**src/rtl/tpu_cmd_sequencer.sv**
```systemverilog
// Command sequencer for the TensorFlowE engine's byte-serial control pins.
// Define SEQ_READ_TIMEOUT_EN to bound the wait for eng_out_valid after each read strobe.
module tpu_cmd_sequencer #(
    parameter int PULSE_W  = 2,
    parameter int GAP_W    = 2,
    parameter int MUL_WAIT = 8,
    parameter int TIMEOUT  = 64
) (
    input  logic        clk,
    input  logic        rst,
    input  logic        cmd_valid,
    output logic        cmd_ready,
    input  logic [1:0]  cmd_op,
    input  logic [15:0] cmd_a,
    input  logic [15:0] cmd_b,
    output logic        rsp_valid,
    input  logic        rsp_ready,
    output logic [15:0] rsp_data,
    output logic        rsp_err,
    output logic        busy,
    output logic [7:0]  eng_data,
    output logic        eng_write,
    output logic        eng_accu,
    output logic        eng_clear,
    output logic        eng_read,
    input  logic        eng_out_valid,
    input  logic [7:0]  eng_out_data
);

    localparam int S    = PULSE_W + GAP_W;
    localparam int M1   = (TIMEOUT > MUL_WAIT) ? TIMEOUT : MUL_WAIT;
    localparam int MAXC = (M1 > S) ? M1 : S;
    localparam int CW   = $clog2(MAXC + 1);

    localparam logic [1:0] OP_MUL   = 2'b00;
    localparam logic [1:0] OP_MAC   = 2'b01;
    localparam logic [1:0] OP_CLEAR = 2'b10;
    localparam logic [1:0] OP_READ  = 2'b11;

    typedef enum logic [2:0] {
        IDLE, SEND, MWAIT, ACCU, CLR, RD_STB, RD_WAIT, RSP
    } state_t;

    state_t        state_q, state_d;
    logic [CW-1:0] cnt_q, cnt_d;
    logic [1:0]    idx_q, idx_d;
    logic [1:0]    op_q, op_d;
    logic [15:0]   a_q, a_d;
    logic [15:0]   b_q, b_d;
    logic [15:0]   rsp_data_q, rsp_data_d;
    logic [7:0]    eng_data_q, eng_data_d;
    logic          eng_write_q, eng_write_d;
    logic          eng_accu_q, eng_accu_d;
    logic          eng_clear_q, eng_clear_d;
    logic          eng_read_q, eng_read_d;
    logic          strobe_done;
    logic          strobe_hi;
`ifdef SEQ_READ_TIMEOUT_EN
    logic          rsp_err_q, rsp_err_d;
`endif

    // cnt walks 0..S-1 across one strobe window: high for the first PULSE_W, low for the rest.
    assign strobe_done = (cnt_q == CW'(S - 1));

    always_comb begin
        state_d    = state_q;
        cnt_d      = cnt_q;
        idx_d      = idx_q;
        op_d       = op_q;
        a_d        = a_q;
        b_d        = b_q;
        rsp_data_d = rsp_data_q;
`ifdef SEQ_READ_TIMEOUT_EN
        rsp_err_d  = rsp_err_q;
`endif
        case (state_q)
            IDLE: begin
                if (cmd_valid) begin
                    op_d       = cmd_op;
                    a_d        = cmd_a;
                    b_d        = cmd_b;
                    cnt_d      = '0;
                    idx_d      = 2'd0;
                    rsp_data_d = '0;
`ifdef SEQ_READ_TIMEOUT_EN
                    rsp_err_d  = 1'b0;
`endif
                    case (cmd_op)
                        OP_MUL, OP_MAC: state_d = SEND;
                        OP_CLEAR:       state_d = CLR;
                        OP_READ:        state_d = RD_STB;
                    endcase
                end
            end
            SEND: begin
                if (strobe_done) begin
                    cnt_d = '0;
                    if (idx_q == 2'd3) state_d = MWAIT;
                    else               idx_d   = idx_q + 2'd1;
                end else begin
                    cnt_d = cnt_q + CW'(1);
                end
            end
            MWAIT: begin
                if (cnt_q == CW'(MUL_WAIT - 1)) begin
                    cnt_d   = '0;
                    state_d = (op_q == OP_MUL) ? RSP : ACCU;
                end else begin
                    cnt_d = cnt_q + CW'(1);
                end
            end
            ACCU, CLR: begin
                if (strobe_done) begin
                    cnt_d   = '0;
                    state_d = RSP;
                end else begin
                    cnt_d = cnt_q + CW'(1);
                end
            end
            RD_STB: begin
                if (strobe_done) begin
                    cnt_d   = '0;
                    state_d = RD_WAIT;
                end else begin
                    cnt_d = cnt_q + CW'(1);
                end
            end
            RD_WAIT: begin
                if (eng_out_valid) begin
                    if (idx_q[0]) begin
                        rsp_data_d[15:8] = eng_out_data;
                        state_d          = RSP;
                    end else begin
                        rsp_data_d[7:0] = eng_out_data;
                        idx_d           = 2'd1;
                        cnt_d           = '0;
                        state_d         = RD_STB;
                    end
                end
`ifdef SEQ_READ_TIMEOUT_EN
                else if (cnt_q == CW'(TIMEOUT - 1)) begin
                    rsp_data_d = '0;
                    rsp_err_d  = 1'b1;
                    state_d    = RSP;
                end else begin
                    cnt_d = cnt_q + CW'(1);
                end
`endif
            end
            RSP: begin
                if (rsp_ready) state_d = IDLE;
            end
            default: state_d = IDLE;
        endcase
    end

    // Strobes are decoded from next state so they come straight off flops.
    always_comb begin
        strobe_hi   = (cnt_d < CW'(PULSE_W));
        eng_write_d = (state_d == SEND)   && strobe_hi;
        eng_accu_d  = (state_d == ACCU)   && strobe_hi;
        eng_clear_d = (state_d == CLR)    && strobe_hi;
        eng_read_d  = (state_d == RD_STB) && strobe_hi;
        eng_data_d  = 8'h00;
        if (state_d == SEND) begin
            case (idx_d)
                2'd0: eng_data_d = a_d[7:0];
                2'd1: eng_data_d = a_d[15:8];
                2'd2: eng_data_d = b_d[7:0];
                2'd3: eng_data_d = b_d[15:8];
            endcase
        end
    end

    always_ff @(posedge clk) begin
        if (rst) begin
            state_q     <= IDLE;
            cnt_q       <= '0;
            idx_q       <= 2'd0;
            op_q        <= 2'd0;
            a_q         <= '0;
            b_q         <= '0;
            rsp_data_q  <= '0;
            eng_data_q  <= '0;
            eng_write_q <= 1'b0;
            eng_accu_q  <= 1'b0;
            eng_clear_q <= 1'b0;
            eng_read_q  <= 1'b0;
`ifdef SEQ_READ_TIMEOUT_EN
            rsp_err_q   <= 1'b0;
`endif
        end else begin
            state_q     <= state_d;
            cnt_q       <= cnt_d;
            idx_q       <= idx_d;
            op_q        <= op_d;
            a_q         <= a_d;
            b_q         <= b_d;
            rsp_data_q  <= rsp_data_d;
            eng_data_q  <= eng_data_d;
            eng_write_q <= eng_write_d;
            eng_accu_q  <= eng_accu_d;
            eng_clear_q <= eng_clear_d;
            eng_read_q  <= eng_read_d;
`ifdef SEQ_READ_TIMEOUT_EN
            rsp_err_q   <= rsp_err_d;
`endif
        end
    end

    assign cmd_ready = (state_q == IDLE);
    assign busy      = (state_q != IDLE);
    assign rsp_valid = (state_q == RSP);
    assign rsp_data  = rsp_data_q;
`ifdef SEQ_READ_TIMEOUT_EN
    assign rsp_err   = rsp_err_q;
`else
    assign rsp_err   = 1'b0;
`endif
    assign eng_data  = eng_data_q;
    assign eng_write = eng_write_q;
    assign eng_accu  = eng_accu_q;
    assign eng_clear = eng_clear_q;
    assign eng_read  = eng_read_q;

endmodule

```
**config.mk**
```make
export PLATFORM = sky130hd
export DESIGN_NAME = tpu_cmd_sequencer
export DESIGN_NICKNAME = d
export VERILOG_FILES = /design/src/rtl/tpu_cmd_sequencer.sv
export SDC_FILE = /design/constraint.sdc
export NUM_CORES = 1
export LEC_CHECK = 0
export CAP_MARGIN = 20
export CORE_UTILIZATION = 54
export CTS_BUF_LIST = sky130_fd_sc_hd__clkbuf_16
export DETAILED_ROUTE_END_ITERATION = 10
export GPL_TIMING_DRIVEN = 0
export PLACE_DENSITY = 0.85
export SLEW_MARGIN = 5
export SYNTH_ARGS = -nofsm -noshare
export SYNTH_HDL_FRONTEND = slang
export SYNTH_SLANG_ARGS = --single-unit
```
**constraint.sdc**
```tcl
create_clock -name clk -period 4.85 [get_ports clk]
set_clock_uncertainty 0.2 [all_clocks]
set_input_delay 0.97 -clock clk [delete_from_list [all_inputs] [get_ports clk]]
set_output_delay 0.97 -clock clk [all_outputs]
set_load 0.1 [all_outputs]
```
After elaboration in Yosys (flattened, before gate mapping)
Index checks and enable logic that the tools add are counted.
{"block": "totals", "regBits": 74, "out_inout_bits": 32, "wordCells": 92}
{"block": "op_classes", "n_addsub": 2, "magnitude_cmp": 1, "n_eq_ne": 24, "muxes": 34, "n_bitwise": 1, "reduce_logical": 17}
{"cell": "16-bit 2-to-1 mux", "count": 6}
{"cell": "7-bit 2-to-1 mux", "count": 5}
{"cell": "16-bit case mux with 2 select lines", "count": 1}
{"cell": "8-bit case mux with 4 select lines", "count": 1}
{"cell": "7-bit case mux with 4 select lines", "count": 1}
{"cell": "3-bit 2-to-1 mux", "count": 9}
{"cell": "3-bit case mux with 7 select lines", "count": 1}
{"cell": "3-bit == test, second input constant", "count": 6}
{"cell": "8-bit 2-to-1 mux", "count": 2}
{"cell": "2-bit 2-to-1 mux", "count": 6}
{"cell": "2-bit == test, second input constant", "count": 5}
{"cell": "3-bit by 2-bit == test with 1-bit output, second input constant", "count": 3}
{"cell": "3-bit case mux with 3 select lines", "count": 1}
{"cell": "2-bit != test, second input constant", "count": 4}
{"cell": "4-bit AND reduction", "count": 2}
{"cell": "7-bit by 1-bit adder with 7-bit output, second input constant", "count": 1}
{"cell": "7-bit by 2-bit == test with 1-bit output, second input constant", "count": 1}
{"cell": "7-bit by 3-bit == test with 1-bit output, second input constant", "count": 1}
{"cell": "7-bit by 2-bit < comparator with 1-bit output, second input constant", "count": 1}
{"cell": "3-bit by 1-bit == test with 1-bit output, second input constant", "count": 2}
{"cell": "2-bit zero test", "count": 3}
{"cell": "2-bit case mux with 3 select lines", "count": 1}
{"cell": "2-bit OR reduction", "count": 3}
{"cell": "2-bit by 1-bit == test with 1-bit output, second input constant", "count": 2}
{"cell": "8 further kinds", "count": 11}

Longest topological paths before layout
{"block": "logic_depth", "ltp_word": 8, "mapped_depth": 9, "depth_no_buf": 6}

Worst setup path before layout
OpenSTA, ideal clock, no wires.
{"block": "synth_timing", "kind": "reg2out", "startpoint": "register state_q[0]", "endpoint": "output cmd_ready", "arrival_ps": 1686, "required_ps": 3680, "setup_slack_ps": 1994, "stages_incl_launch_ff": 4, "path_buffers": 1, "path_cell_list": "dfxtp_1 -> buf_2 -> or3_4 -> inv_1"}
{"block": "synth_between", "elab_chain_len": 1}
{"item": "from (decl)", "line": "44", "rtl": "state_t state_q, state_d;"}
{"item": "from (signal assigned)", "line": "193", "rtl": "state_q <= state_d;"}
{"item": "3-bit zero test", "line": "211", "rtl": "assign cmd_ready = (state_q == IDLE);"}
{"item": "to (decl)", "line": "12", "rtl": "output logic cmd_ready,"}
Every way passes these cells.

Worst setup path in the final report
{"block": "layout_timing", "startpoint": "register state_q[2]", "endpoint": "output rsp_valid"}
{"block": "layout_between", "elab_chain_len": 1}
{"item": "3-bit == test", "line": "213", "rtl": "assign rsp_valid = (state_q == RSP);"}
{"item": "to (decl)", "line": "16", "rtl": "output logic rsp_valid,"}
Every way passes these cells.

==> flow_summary_export.csv <==
group,metric,value,unit
sta,finalCritPeriodShare,0.765,
placed_design,dp_slack,1300,ps
routing,dr_wl_met2,5290,um
routing,drt-met1-wl,4110,um
synth,ys_seq_area_frac,0.422,
routing,ant_nets,0,
worst_setup_path,crit_arrival,2540,ps
sta,hold_slack,256,ps
sta,rsz0062_at_grt,"false",
clocking,cts_root_buffer,"clkbuf_16",
floorplanning,die_width,82.7,um
pwr,power_leakage,1.70,nW
routing,firstDrtPassIters,5,
routing,wl_per_cell,17.1,um
pwr,power,1.70,mW
worst_setup_path,cp_max_fo,10,
synth,synth_enable_flop_cells,0,
worst_setup_path,critical_path_required,3680,ps
clocking,clk_pin_slew,60,ps
placed_design,dp_hpwl,7180,um
floorplanning,core,6310,um^2
worst_setup_path,crit_chain,"buf_2 -> buf_4 -> and3_1 -> clkdlybuf4s50_1",
routing,drt_iter0_markers,269,
clocking,insertion_delay,330,ps
sta,timing.final.ws_setup,1140,ps
status,status,"completed",
synth,synthTopCellsByArea,"dfxtp_1, nand2_1, a21oi_1",
sta,worstMarginPinSlew,994,ps
floorplanning,die_area,6830,um^2
worst_setup_path,end_kind,"output port",
sta,relSlewSlack,0.335,
routing,num_vias,3732,
global_route,antenna_found_initial,0,
worst_setup_path,criticalPathCategory,"flop to output port",
pwr,power_density,363,nW/um^2
pwr,internal_power,1.21,mW
worst_setup_path,startpoint_type,"flop",
cells_and_area,nNetsFinal,580,
routing,drc_errors,0,
placed_design,gp_congestion,0.930,
global_route,grt_pass1_vias,3412,
worst_setup_path,cpPeakStageDelay,1140,ps
clocking,post_cts_buffers,0,
sta,maxSlewViolCount,0,
cells_and_area,drive_gt1_frac,0.0894,
floorplanning,die_h,82.7,um
synth,synth_ff_type,"dfxtp_1",
synth,yosysMostFrequentCell,"nand2_1",
clocking,cts_tree,"built",
routing,highest_layer,"met4",
synth,synthesis.nets,493,
pwr,peakVddDrop,261,uV
clocking,htreeDepth,3,
global_route,grt_start_max_net_pins,14,
sta,min_period,3710,ps
synth,yosysTopAreaCellShare,0.422,
cells_and_area,syn_to_final_growth,33.4,%
pwr,combPwrFrac,0.196,
sta,finalHoldViolations,0,
cells_and_area,insertedDiodeCount,0,
clocking,clockBufferDepth,2,
worst_setup_path,cp_slowest_cell,"clkdlybuf4s50_1",
synth,yosysWarnings,0,
clocking,ctsResizeCount,0,
synth,syn_area,3510,um^2
floorplanning,rows,29,
worst_hold_path,hp-class,"flop to flop",
floorplanning,boundaryPins,79,
synth,async_reset_ff_frac,0,
sta,finalSetupTns,0,ps
synth,yosysUniqueCellTypes,60,
synth,ys_seq_elements,74,
synth,yosysTopAreaCell,"dfxtp_1",
pwr,p_switching,0.491,mW
routing,dr_wl_met3,793,um
sta,setup_viol,0,
clocking,cts_hold_buf,0,
floorplanning,start_util,0.556,
synth,avgSynthCellArea,7.90,um^2
placed_design,io_buffer_count,76,
pwr,clockPowerShare,0.415,
global_route,gr-total-overflow,0,
clocking,clock_sinks,74,
pwr,power_switching_share,0.289,
global_route,grt_pass1_wl,16300,um
pwr,power_frac_seq,0.389,
clocking,cts_made_buffers,9,
routing,vias_per_cell,6.08,
global_route,grt.total_usage,0.321,
sta,fmax,270,MHz
synth,synth_commonest_cells,"nand2_1, dfxtp_1, a21oi_1, nand3_1, nor2_1",
synth,synth_cells,445,
job,maxCapViolCount,0,
routing,wirelength,10500,um
## placed cells by master (no fill, tap or decap), types with 10 or more instances in the layout
cell type        instances
a211oi_1                12
a21oi_1                 61
buf_2                   11
clkbuf_1                15
clkdlybuf4s50_1         76
dfxtp_1                 74
inv_1                   11
nand2_1                 97
nand3_1                 34
nor2_1                  20
o21ai_0                 10
## cell type report
type | count | area [um^2]
Buffer | 37 | 183
Clock buffer | 9 | 225
Clock inverter | 7 | 92.6
Fill cell | 496 | 1630
Inverter | 11 | 41.3
Multi-Input combinational cell | 323 | 1810
Sequential cell | 74 | 1480
Tap cell | 77 | 96.3
Timing Repair Buffer | 76 | 761
## power groups by stage
stage               Combinational [mW]  Clock (mW)  Sequential (mW)
floorplan                        0.184           0            0.707
global placement                 0.321           0            0.671
detailed placement               0.326           0            0.672
CTS                              0.329       0.710            0.660
global route                     0.356       0.743            0.664
finish                           0.333       0.706            0.661
## stage by stage
step           instance area [um^2]  std cells  utilization
2_1_floorplan                  3510        445            -
3_3_place_gp                   4370        598        0.692
3_5_place_dp                   4370        598        0.692
4_1_cts                        4690        614        0.743
5_1_grt                        4690        614        0.743
6_report                       4690        614        0.743
## critical path: cells and delay by family, from the launching register on
| family | cells | cell delay (ps) |
|---|---|---|
| buffers and inverters | 3 | 1590 |
| flip-flops | 1 | 410 |
| AND/OR/NAND/NOR | 1 | 200 |
## routing by layer
layer,up-vias,GRT usage
met4,0,0.145
li1,1758,-
met1,1749,0.386
met2,195,0.545
met3,30,0.0692
met5,-,0
## cells by family after synthesis
logic type	Yosys count	synth area share
and+or+nand+nor	188	0.260
AOI/OAI and AO/OA	132	0.247
DFF	74	0.422
buffers and inverters	48	0.0637
muxes	1	0.00285
adders and majority gates	1	0.00356
other	1	0.00107
## path summary, 6_finish.rpt
check	cells past startpoint	endpoint	slack, ps	start
max reg2reg	8	eng_data[4]$_SDFF_PP0_	1910	cnt_q[1]$_SDFF_PP0_
max	4	rsp_valid	1140	state_q[2]$_SDFF_PP0_
min reg2reg	2	b_q[3]$_SDFF_PP0_	260	b_q[3]$_SDFF_PP0_
min	2	b_q[3]$_SDFF_PP0_	260	b_q[3]$_SDFF_PP0_
## registers in the layout, indices dropped and copies added (netlist names)
register	count
eng_accu	1
idx_q	2
op_q	2
eng_clear	1
a_q	16
eng_data	8
cnt_q	7
state_q	3
b_q	16
rsp_data	16
eng_write	1
eng_read	1
Note: power is estimated with default switching activity, not from simulation.
